File: config.mk
export PLATFORM = sky130hd
export DESIGN_NAME = wb_ascon_arbiter
export DESIGN_NICKNAME = d
export VERILOG_FILES = /design/src/rtl/wb_ascon_arb_pkg.sv /design/src/rtl/wb_arb_timer.sv /design/src/rtl/wb_ascon_arbiter.sv
export SDC_FILE = /design/constraint.sdc
export NUM_CORES = 1
export LEC_CHECK = 0
export BUFFER_PORTS_ARGS = -buffer_cell sky130_fd_sc_hd__buf_2
export CAP_MARGIN = 20
export CORE_AREA = 5 5 120 122
export DETAILED_ROUTE_END_ITERATION = 12
export DIE_AREA = 0 0 125 127
export PLACE_DENSITY_LB_ADDON = 0.12
export SYNTH_ARGS = -nofsm -noshare
export SYNTH_HDL_FRONTEND = slang
export SYNTH_SLANG_ARGS = --single-unit
File: constraint.sdc
create_clock -name clk -period 2.02 [get_ports clk]
set_input_delay 0.101 -clock clk [delete_from_list [all_inputs] [get_ports clk]]
set_output_delay 0.101 -clock clk [all_outputs]
set_load 0.01 [all_outputs]
File: src/rtl/wb_ascon_arb_pkg.sv
// Shared definitions for the two-master Wishbone arbiter in front of the
// wb_ASCON slave: FSM state encodings, master index type and slave register map.
package wb_ascon_arb_pkg;

  // Arbiter FSM state type and its encodings
  typedef logic [1:0] arb_state_t;
  localparam arb_state_t ST_IDLE = 2'd0;
  localparam arb_state_t ST_GNT0 = 2'd1;
  localparam arb_state_t ST_GNT1 = 2'd2;

  // Master index, also used as the round-robin pointer
  typedef logic master_idx_t;
  localparam master_idx_t MASTER0 = 1'b0;
  localparam master_idx_t MASTER1 = 1'b1;

  // wb_ASCON register map (byte addresses)
  localparam logic [31:0] ASCON_CNTRL       = 32'h0000_0004;
  localparam logic [31:0] ASCON_KEY_FIRST   = 32'h0000_0008;
  localparam logic [31:0] ASCON_KEY_LAST    = 32'h0000_0014;
  localparam logic [31:0] ASCON_NONCE_FIRST = 32'h0000_0018;
  localparam logic [31:0] ASCON_NONCE_LAST  = 32'h0000_0024;
  localparam logic [31:0] ASCON_AD_FIRST    = 32'h0000_0028;
  localparam logic [31:0] ASCON_AD_LAST     = 32'h0000_0034;
  localparam logic [31:0] ASCON_RAM_FIRST   = 32'h0000_0048;
  localparam logic [31:0] ASCON_RAM_LAST    = 32'h0000_0064;

  // True when the address hits a defined wb_ASCON register
  function automatic logic is_ascon_reg(input logic [31:0] adr);
    return (adr == ASCON_CNTRL) ||
           ((adr >= ASCON_KEY_FIRST)   && (adr <= ASCON_KEY_LAST))   ||
           ((adr >= ASCON_NONCE_FIRST) && (adr <= ASCON_NONCE_LAST)) ||
           ((adr >= ASCON_AD_FIRST)    && (adr <= ASCON_AD_LAST))    ||
           ((adr >= ASCON_RAM_FIRST)   && (adr <= ASCON_RAM_LAST));
  endfunction

endpackage

File: src/rtl/wb_arb_timer.sv
// Stall counter for the arbiter: counts granted cycles with a strobe but no
// ack and flags the cycle in which the LIMIT-th such stall occurs.
module wb_arb_timer
  import wb_ascon_arb_pkg::*;
#(
  parameter int unsigned LIMIT = 255
) (
  input  logic clk,
  input  logic nRST,
  input  logic clr,
  input  logic inc,
  output logic hit
);

  localparam int unsigned CW = (LIMIT < 2) ? 1 : $clog2(LIMIT);

  logic [CW-1:0] count_r;

  // The current stall is the LIMIT-th one when LIMIT-1 stalls are already counted
  assign hit = inc && (count_r == CW'(LIMIT - 1));

  // Stall counter: restart on ack, on grant end and once the limit fires
  always_ff @(posedge clk or negedge nRST) begin
    if (!nRST) begin
      count_r <= {CW{1'b0}};
    end else if (clr || hit) begin
      count_r <= {CW{1'b0}};
    end else if (inc) begin
      count_r <= count_r + CW'(1);
    end else begin
      count_r <= count_r;
    end
  end

endmodule

File: src/rtl/wb_ascon_arbiter.sv
// Two-master round-robin Wishbone arbiter driving a single wb_ASCON slave.
// Optional stalled-transfer timeout is enabled with `define WB_ASCON_ARB_TIMEOUT_EN;
// without it a grant lasts until the owning master drops cyc.
module wb_ascon_arbiter
  import wb_ascon_arb_pkg::*;
#(
  parameter int unsigned TIMEOUT_CYCLES = 255
) (
  input  logic        clk,
  input  logic        nRST,
  input  logic [31:0] m0_adr_i,
  input  logic [31:0] m0_dat_i,
  input  logic [3:0]  m0_sel_i,
  input  logic        m0_we_i,
  input  logic        m0_cyc_i,
  input  logic        m0_stb_i,
  output logic        m0_ack_o,
  output logic        m0_err_o,
  output logic [31:0] m0_dat_o,
  input  logic [31:0] m1_adr_i,
  input  logic [31:0] m1_dat_i,
  input  logic [3:0]  m1_sel_i,
  input  logic        m1_we_i,
  input  logic        m1_cyc_i,
  input  logic        m1_stb_i,
  output logic        m1_ack_o,
  output logic        m1_err_o,
  output logic [31:0] m1_dat_o,
  output logic [31:0] s_adr_o,
  output logic [31:0] s_dat_o,
  output logic [3:0]  s_sel_o,
  output logic        s_we_o,
  output logic        s_cyc_o,
  output logic        s_stb_o,
  input  logic        s_ack_i,
  input  logic [31:0] s_dat_i,
  output logic [1:0]  grant_o
);

  arb_state_t  state_r;
  arb_state_t  state_nxt_s;
  master_idx_t ptr_r;
  master_idx_t ptr_nxt_s;
  logic        timeout_s;

`ifdef WB_ASCON_ARB_TIMEOUT_EN
  logic granted_s;
  logic owner_stb_s;
  logic stall_s;

  // Stall qualification for the timeout counter
  always_comb begin
    granted_s   = (state_r == ST_GNT0) || (state_r == ST_GNT1);
    owner_stb_s = (state_r == ST_GNT1) ? m1_stb_i : m0_stb_i;
    stall_s     = granted_s && owner_stb_s && !s_ack_i;
  end

  wb_arb_timer #(
    .LIMIT (TIMEOUT_CYCLES)
  ) u_timer (
    .clk  (clk),
    .nRST (nRST),
    .clr  (!granted_s || s_ack_i),
    .inc  (stall_s),
    .hit  (timeout_s)
  );
`else
  assign timeout_s = 1'b0;
`endif

  // Next-state and round-robin pointer logic
  always_comb begin
    state_nxt_s = state_r;
    ptr_nxt_s   = ptr_r;
    case (state_r)
      ST_IDLE: begin
        if (m0_cyc_i && m1_cyc_i) begin
          state_nxt_s = (ptr_r == MASTER0) ? ST_GNT0 : ST_GNT1;
        end else if (m0_cyc_i) begin
          state_nxt_s = ST_GNT0;
        end else if (m1_cyc_i) begin
          state_nxt_s = ST_GNT1;
        end else begin
          state_nxt_s = ST_IDLE;
        end
      end
      ST_GNT0: begin
        if (!m0_cyc_i || timeout_s) begin
          state_nxt_s = ST_IDLE;
          ptr_nxt_s   = ~ptr_r;
        end else begin
          state_nxt_s = ST_GNT0;
        end
      end
      ST_GNT1: begin
        if (!m1_cyc_i || timeout_s) begin
          state_nxt_s = ST_IDLE;
          ptr_nxt_s   = ~ptr_r;
        end else begin
          state_nxt_s = ST_GNT1;
        end
      end
      default: begin
        state_nxt_s = ST_IDLE;
        ptr_nxt_s   = ptr_r;
      end
    endcase
  end

  // FSM state and pointer registers
  always_ff @(posedge clk or negedge nRST) begin
    if (!nRST) begin
      state_r <= ST_IDLE;
      ptr_r   <= MASTER0;
    end else begin
      state_r <= state_nxt_s;
      ptr_r   <= ptr_nxt_s;
    end
  end

  // Bus steering: the granted master sees the slave, everything else reads 0
  always_comb begin
    s_adr_o  = 32'h0;
    s_dat_o  = 32'h0;
    s_sel_o  = 4'h0;
    s_we_o   = 1'b0;
    s_cyc_o  = 1'b0;
    s_stb_o  = 1'b0;
    m0_ack_o = 1'b0;
    m0_err_o = 1'b0;
    m0_dat_o = 32'h0;
    m1_ack_o = 1'b0;
    m1_err_o = 1'b0;
    m1_dat_o = 32'h0;
    grant_o  = 2'b00;
    case (state_r)
      ST_GNT0: begin
        s_adr_o  = m0_adr_i;
        s_dat_o  = m0_dat_i;
        s_sel_o  = m0_sel_i;
        s_we_o   = m0_we_i;
        s_cyc_o  = m0_cyc_i;
        s_stb_o  = m0_stb_i;
        m0_ack_o = s_ack_i & m0_stb_i;
        m0_err_o = timeout_s;
        m0_dat_o = s_dat_i;
        grant_o  = 2'b01;
      end
      ST_GNT1: begin
        s_adr_o  = m1_adr_i;
        s_dat_o  = m1_dat_i;
        s_sel_o  = m1_sel_i;
        s_we_o   = m1_we_i;
        s_cyc_o  = m1_cyc_i;
        s_stb_o  = m1_stb_i;
        m1_ack_o = s_ack_i & m1_stb_i;
        m1_err_o = timeout_s;
        m1_dat_o = s_dat_i;
        grant_o  = 2'b10;
      end
      default: begin
        grant_o = 2'b00;
      end
    endcase
  end

endmodule

==> flow_summary.json <==
{
  "outcome": "finished, final reports clean",
  "reg2reg_to": "ptr_r",
  "clockBufferDepth": 2,
  "die_w_um": 125,
  "insertion_delay_ns": 0.22,
  "wl_mm": 10.3,
  "crit_arrival_ns": 1.76,
  "slew_viol_final": 0,
  "place_congestion": 0.829,
  "synth.distinct_cells": 20,
  "synth_seq_cells": 3,
  "yosysWarnings": 0,
  "drive_above_1_share": 0.593,
  "avgSynthCellArea_um2": 6.89,
  "grt_pass1_wl_mm": 15.5,
  "syn_inst": 260,
  "critPathMaxFanout": 33,
  "p_per_area_mw_per_mm2": 1270,
  "fin_worst_skew_ns": 0.000844,
  "nets": 742,
  "vdd_drop_max_mv": 0.609,
  "ys_seq_area_frac": 0.0419,
  "fillers": 1460,
  "first_global_vias": 2997,
  "antenna_found_initial": 0,
  "path_clk_slew_ns": 0.03,
  "hold_class": "in2reg",
  "cp.required_ns": 1.92,
  "total_power_mw": 4.61,
  "setup_viol": 0,
  "gr-total-overflow": 0,
  "htreeDepth": 1,
  "tns_ns": 0,
  "cts-root-buf": "clkbuf_16",
  "syn_to_final_growth_pct": 103,
  "wire_per_inst_um": 14.1,
  "fmaxAchievable_mhz": 538,
  "via_per_inst": 4.06,
  "num_rows": 42,
  "antenna_left": 0,
  "cts-buffers-inserted": 3,
  "dieArea_mm2": 0.0159,
  "rsz0062_at_grt": "no",
  "rr_startpoint": "state_r[1]",
  "coreArea_mm2": 0.0131,
  "hold_viol": 0,
  "reg2reg_depth": 6,
  "regToRegSetupSlack_ns": 0.56,
  "finalCriticalPeriod_ns": 1.86,
  "port_buffers": 315,
  "dp_hpwl_mm": 8.73,
  "drv_cap": 0,
  "first_iter_violations": 113,
  "drt_pass1_iterations": 7,
  "start_kind": "register",
  "critical_path_class": "reg2out",
  "leakage_nw": 2.07,
  "cts_tree": "built",
  "final_common_cell": "buf_2",
  "hp-start": "m1_cyc_i",
  "grt.total_usage": 0.117,
  "worst_setup_path_end_kind": "output port",
  "synth_flop_cell": "dfrtp_1",
  "final_cell_mix": "buf_2 (315), nor2b_1 (71), a22oi_1 (70), and2_1 (64), buf_4 (5)",
  "pin_count": 318,
  "grt_max_degree": 56,
  "start_util": 0.137,
  "die_h_um": 127,
  "drc": 0,
  "via_count": 2986,
  "synth_edf_count": 0,
  "whs_endpoint": "state_r[1]",
  "timing.final.crit_share": 0.920,
  "worstHoldPathCells": 2,
  "cts.sinks": 3,
  "syn-cell-area_mm2": 0.00179,
  "async_flop_share": 1.00
}
## layer usage
layer  wire, um  track usage
met5          0            0
met4        145       0.0268
met3        952       0.0388
met2       5600        0.223
met1       3630        0.125
## state kept, by name, indices dropped and copies added (netlist names)
name	count
state_r	2
ptr_r	1
## power breakdown
group / total [mW] / switching [mW] / leakage, nW / internal [mW]
logic: 4.17 / 2.20 / 1.99 / 1.97
clock network: 0.312 / 0.0518 / 0.0382 / 0.260
registers: 0.129 / 0.0370 / 0.0375 / 0.0923
## worst max-delay path, stage by stage, from the launching register on
cell	delay, ns
dfrtp_1	0.43
inv_1	0.13
ha_2	0.22
buf_4	0.32
a22oi_1	0.15
nor2b_1	0.13
buf_2	0.15
## final cells by class
class | count | area [um2] | share of cell area
inverters | 2 | 7.51 | 0.00206
multi-input cells | 224 | 1550 | 0.427
repair buffers | 325 | 1700 | 0.468
clock buffers | 4 | 78.8 | 0.0216
diodes | 1 | 2.50 | 0.000687
flip-flops and latches | 3 | 75.1 | 0.0206
well taps | 176 | 220 | 0.0605
## how the worst max path moves through the flow
stage	from	end	slack, ns
6_report	state_r[0]	s_adr_o[7]	0.16
5_1_grt	state_r[0]	s_adr_o[7]	0.005
4_1_cts	state_r[0]	s_dat_o[13]	0.13
3_5_place_dp	state_r[0]	s_dat_o[13]	0.36
3_3_place_gp	state_r[0]	s_dat_o[9]	0.39
2_1_floorplan	state_r[0]	s_adr_o[3]	0.57
## metrics by stage
| step | util | instance area [um2] | setup WS [ns] | hold slack (ns) | instances |
|---|---|---|---|---|---|
| global placement | 0.271 | 3550 | 0.387 | -0.0999 | 729 |
| finish | 0.278 | 3640 | 0.163 | 0.185 | 735 |
| CTS | 0.278 | 3640 | 0.125 | 0.180 | 734 |
| detailed placement | 0.271 | 3550 | 0.365 | -0.102 | 729 |
| floorplan | - | 1800 | 0.567 | -0.195 | 261 |
| global route | 0.278 | 3640 | 0.00500 | 0.188 | 734 |
## cell families after synthesis
logic type,Yosys count,share of synthesized area
AND/OR/NAND/NOR,141,0.492
AO/OA/AOI/OAI,74,0.316
buffers and inverters,34,0.101
adder cells (fa/ha/maj),6,0.0419
flip-flops,3,0.0419
XOR/XNOR,1,0.00489
other,1,0.00209
## synthesized netlist by cell type (3+ instances only)
cell	number	area (um2)
nor2b_1	71	444
a22oi_1	70	526
and2_1	64	400
buf_2	13	65.1
clkbuf_1	10	37.5
ha_1	6	75.1
buf_4	3	22.5
buf_6	3	33.8
clkbuf_2	3	15.0
dfrtp_1	3	75.1
## timing repair
item,in CTS,in global routing
endpoints found under the hold margin,3,0
hold buffers,1,0
setup endpoints to repair,0,0
buffers inserted,0,0
resized for setup,0,0
No activity file was read; power rests on OpenSTA's default activity.
